## src/rtl/if_fetch_stage.sv

```systemverilog
// Instruction-fetch stage: owns the PC, issues I-cache reads, absorbs misses,
// hazard stalls and branch/jump redirects, and feeds IF_ID_reg.
module if_fetch_stage #(
  parameter logic [31:0] RESET_PC = 32'h0000_0000
) (
  input  logic        clk,
  input  logic        rst_n,
  input  logic        pc_write,
  input  logic        backend_stall,
  input  logic        redirect_valid,
  input  logic [31:0] redirect_target,
  output logic        ICACHE_ren,
  output logic [29:0] ICACHE_addr,
  input  logic [31:0] ICACHE_rdata,
  input  logic        ICACHE_stall,
  output logic [31:0] PC_4,
  output logic [31:0] inst,
  output logic        if_valid,
  output logic        IF_flush
);

  typedef enum logic [1:0] {FETCH, HOLD, DRAIN} state_t;

  state_t      r_state;
  logic [31:0] r_pc;
  logic [31:0] r_hold_buf;
  logic [31:0] r_redir_buf;

  logic        w_advance;
  logic        w_acc_redir;
  logic [31:0] w_target;
  logic [31:0] w_pc_4;

  assign w_advance   = pc_write & ~backend_stall;
  assign w_acc_redir = redirect_valid & ~backend_stall;
  assign w_target    = redirect_target & ~32'h0000_0003;
  assign w_pc_4      = r_pc + 32'd4;

  // In DRAIN the pc still holds the abandoned request's address, keeping addr stable.
  assign ICACHE_ren  = rst_n & ((r_state == FETCH) | (r_state == DRAIN));
  assign ICACHE_addr = r_pc[31:2];
  assign PC_4        = w_pc_4;
  assign IF_flush    = w_acc_redir;

  always_comb begin
    inst     = 32'h0;
    if_valid = 1'b0;
    case (r_state)
      FETCH: begin
        if (!ICACHE_stall) begin
          inst     = ICACHE_rdata;
          if_valid = 1'b1;
        end
      end
      HOLD: begin
        inst     = r_hold_buf;
        if_valid = 1'b1;
      end
      default: begin
        inst     = 32'h0;
        if_valid = 1'b0;
      end
    endcase
  end

  always_ff @(posedge clk) begin
    if (!rst_n) begin
      r_pc        <= RESET_PC;
      r_state     <= FETCH;
      r_hold_buf  <= 32'h0;
      r_redir_buf <= 32'h0;
    end else begin
      case (r_state)
        FETCH: begin
          if (!ICACHE_stall) begin
            if (w_acc_redir) begin
              r_pc <= w_target;
            end else if (w_advance) begin
              r_pc <= w_pc_4;
            end else begin
              r_hold_buf <= ICACHE_rdata;
              r_state    <= HOLD;
            end
          end else if (w_acc_redir) begin
            r_redir_buf <= w_target;
            r_state     <= DRAIN;
          end
        end
        HOLD: begin
          if (w_acc_redir) begin
            r_pc    <= w_target;
            r_state <= FETCH;
          end else if (w_advance) begin
            r_pc    <= w_pc_4;
            r_state <= FETCH;
          end
        end
        DRAIN: begin
          // A redirect arriving on the completing cycle is newer than redir_buf.
          if (!ICACHE_stall) begin
            r_pc    <= w_acc_redir ? w_target : r_redir_buf;
            r_state <= FETCH;
          end else if (w_acc_redir) begin
            r_redir_buf <= w_target;
          end
        end
        default: begin
          r_state <= FETCH;
        end
      endcase
    end
  end

endmodule

```

## config.mk

```make
export PLATFORM = sky130hd
export DESIGN_NAME = if_fetch_stage
export DESIGN_NICKNAME = d
export VERILOG_FILES = /design/src/rtl/if_fetch_stage.sv
export SDC_FILE = /design/constraint.sdc
export NUM_CORES = 1
export LEC_CHECK = 0
export BUFFER_PORTS_ARGS = -buffer_cell sky130_fd_sc_hd__buf_2
export CAP_MARGIN = 20
export CELL_PAD_IN_SITES_DETAIL_PLACEMENT = 1
export CELL_PAD_IN_SITES_GLOBAL_PLACEMENT = 2
export CORE_ASPECT_RATIO = 0.5
export CORE_MARGIN = 1
export CORE_UTILIZATION = 26
export CTS_BUF_LIST = sky130_fd_sc_hd__clkbuf_8
export DETAILED_ROUTE_END_ITERATION = 8
export GPL_ROUTABILITY_DRIVEN = 1
export PLACE_DENSITY = 0.86
export SLEW_MARGIN = 20
export SYNTH_ARGS = -nofsm -noshare
export SYNTH_HDL_FRONTEND = slang
export SYNTH_SLANG_ARGS = --single-unit
```

## constraint.sdc

```tcl
create_clock -name clk -period 1.7 [get_ports clk]
set_input_delay 0 -clock clk [delete_from_list [all_inputs] [get_ports clk]]
set_output_delay 0 -clock clk [all_outputs]
set_load 0.03 [all_outputs]
```

==> summary.txt <==
status - finished, violations left
violations in the final reports - design-rule violations, negative setup slack
slew margin rel. - 64.8%
# IOs - 167
WL final - 26.7 mm
fillcell total - 2450
Pre-antenna DRT Iters - 8
sequential-to-total area share from yosys stat - 36.0%
switching power - 2.07 mW
first-pass GRT wire length - 37.0 mm
Die Footprint - 0.0216 mm^2
Final Slew Violations - 0
WP buf/inv - 1
Crit Path Class - reg2reg
#FFs+latches synth - 98
maximum clock frequency - 487 MHz
worst path cell trace - nand4_4 > buf_6 > or4_4 > a311oi_2 > a21oi_1 > a21oi_1
Starting DRT DRC Count - 461
Synth top area share - 36.0%
Root Buffer - clkbuf_8
Arr. time, crit path - 2350 ps
Sink Count - 98
total CTS buffers - 9
max incr delay on CP - 500 ps
Layout area overhead - 70.0%
min Tclk post-route - 2050 ps
Worst Path Max Fanout - 5
Total Routing Usage GR - 21.7%
Fin. Hold Viols - 0
initial antenna violation count - 0
Routed Antenna Nets - 0
final worst slack - -351 ps
unrepaired setup endpoints after global routing - yes
largest net degree at the start of global routing - 41
async set-reset flop share out of synthesis - 0%
leak pwr - 3.92 nW
family with the most delay on the worst path - simple AND/OR/NAND/NOR gates
syn avg cell area - 7.48 um^2
Std-Cell Rows - 37
worst path required time - 2000 ps
most common flop cell mapped by yosys - dfxtp_1
Max stage delay cell, worst path - or4_4
clk buf depth - 2
count of input and output buffers - 164
setup TNS - -6920 ps
Gate Count Post-Synth - 728
synthesized cell area - 0.00545 mm^2
Pwr Total - 5.91 mW
top cells by count, synth - nand2_1 (157), dfxtp_1 (98), a21oi_1 (72)
Clk Latency, worst-skew pair - 400 ps
# setup viols final - 40
vias in the first global route - 7167
Util after Layout - 45.1%
H-tree depth - 3
Net Count, Synth - 799
Initial Util - 26.5%
TritonCTS clock tree - built
worst slew pin tran - 528 ps
dpl hpwl - 15.3 mm
Peak VDD IR - 0.000328 V
Logic pwr share - 29.5%
final worst path period share - 121%
synth warn - 0
nets@finish - 1107
drt via density - 5.35
worst min path class - in2reg
crit end category - flop
Reg clk slew, reported paths - 110 ps
PD cells - 638 mW/mm^2
Max Cap Violations - 0
Die Height - 104 um
leading post-synthesis cells by cell area - dfxtp_1 (36%), nand2_1 (11%), a21oi_1 (6.6%)
Antenna Cells - 0
final clock skew - 14.5 ps
Core Area - 0.0206 mm^2
Remaining DRCs - 7
reg-to-reg slack, setup - -350 ps
area leader, netlist - dfxtp_1
Vias - 7025
Setup Slack @ Placement - -75.7 ps
sequential power share - 42.5%
WL/cell - 20.3 um
Post-synth EDFFs - 0
number of unique standard cell types used by synthesis - 62
Sw Share - 35.1%
remaining global-route overflow - 0
Top cell by count, worst path - a21oi_1
internal power - 3.84 mW
leading cell type by number of instances after synthesis - nand2_1
Clk network pwr share - 28.0%
CP Launch Type - flop
hold slack - 54.9 ps
Die Width - 207 um
GP Congestion - 0.813
layout cells sized above 1 - 41.0%
==> sequential cells by signal (all words and copies together), names as in the netlist <==
name,cells
r_pc,32
r_hold_buf,32
r_redir_buf,32
r_state,2
==> power by group through the flow <==
stage                     clock (mW)  sequential [mW]  combinational [mW]
after CTS                       1.71             2.50                1.60
after detailed placement           0             2.56                1.41
after floorplan                    0             2.65               0.760
after global routing            1.81             2.52                1.85
after global placement             0             2.55                1.39
final                           1.66             2.51                1.74
==> repair_timing <==
item / in CTS / in global routing
pin swaps: 33 / 36
hold endpoints to repair: 74 / 0
setup buffers: 26 / 29
cloned: 0 / 3
endpoints found under the setup margin: 50 / 70
hold buffers: 62 / 0
resized for setup: 103 / 96
==> cell families after synthesis <==
family,count (synthesis),synth area share [%]
AOI/OAI and AO/OA,210,25.3
xor gates and xnor gates,27,4.34
adders and majority gates,1,0.230
buffers and inverters,67,5.01
DFF,98,36.0
and+or+nand+nor,325,29.1
==> worst paths after layout <==
check / start / to / depth (start not counted)
setup / recovery: r_pc[5] / r_pc[11] / 6
hold reg to reg: r_redir_buf[2] / r_redir_buf[2] / 2
setup reg to reg: r_pc[5] / r_pc[11] / 6
hold / removal: rst_n / r_pc[24] / 2
==> per-layer routing <==
layer  global-route usage (%)  share of wire (%)  vias up
met2                     38.2                 50      266
li1                         -                  -     3198
met3                     3.32                5.1       58
met1                     26.8                 42     3503
met5                        0                  0        -
met4                     7.25                2.5        0
==> through the flow <==
step / cells / area (um^2)
2_1_floorplan: 728 / 5620
3_3_place_gp: 1184 / 7220
3_5_place_dp: 1184 / 7220
4_1_cts: 1286 / 8620
5_1_grt: 1314 / 9260
6_report: 1314 / 9260
==> cell usage in the layout, fill, tap and decap left out, types with 9 or more instances in the layout <==
cell | Yosys | final
nand2_1 | 157 | 149
xnor2_2 | 0 | 15
nor3b_1 | 33 | 23
dlygate4sd3_1 | 0 | 62
buf_6 | 0 | 50
dfxtp_1 | 98 | 74
a21boi_0 | 41 | 41
buf_12 | 0 | 9
nand4_1 | 18 | 18
o211ai_1 | 10 | 10
dfxtp_4 | 0 | 14
o21ai_0 | 22 | 18
nor3b_2 | 0 | 10
buf_2 | 17 | 131
clkbuf_8 | 0 | 10
dfxtp_2 | 0 | 10
buf_4 | 0 | 101
nor2_1 | 58 | 51
a21oi_1 | 72 | 71
==> final cells by class <==
class                   instances  area, um^2  area share (%)
clock inverters                 6        65.1           0.702
clock buffers                  10         138            1.49
multi-input cells             563        3840            41.4
flip-flops and latches         98        2030            21.9
inverters                       6        22.5           0.243
well taps                     273         342            3.69
repair buffers                358        2830            30.6
(Power assumes the default switching activity.)
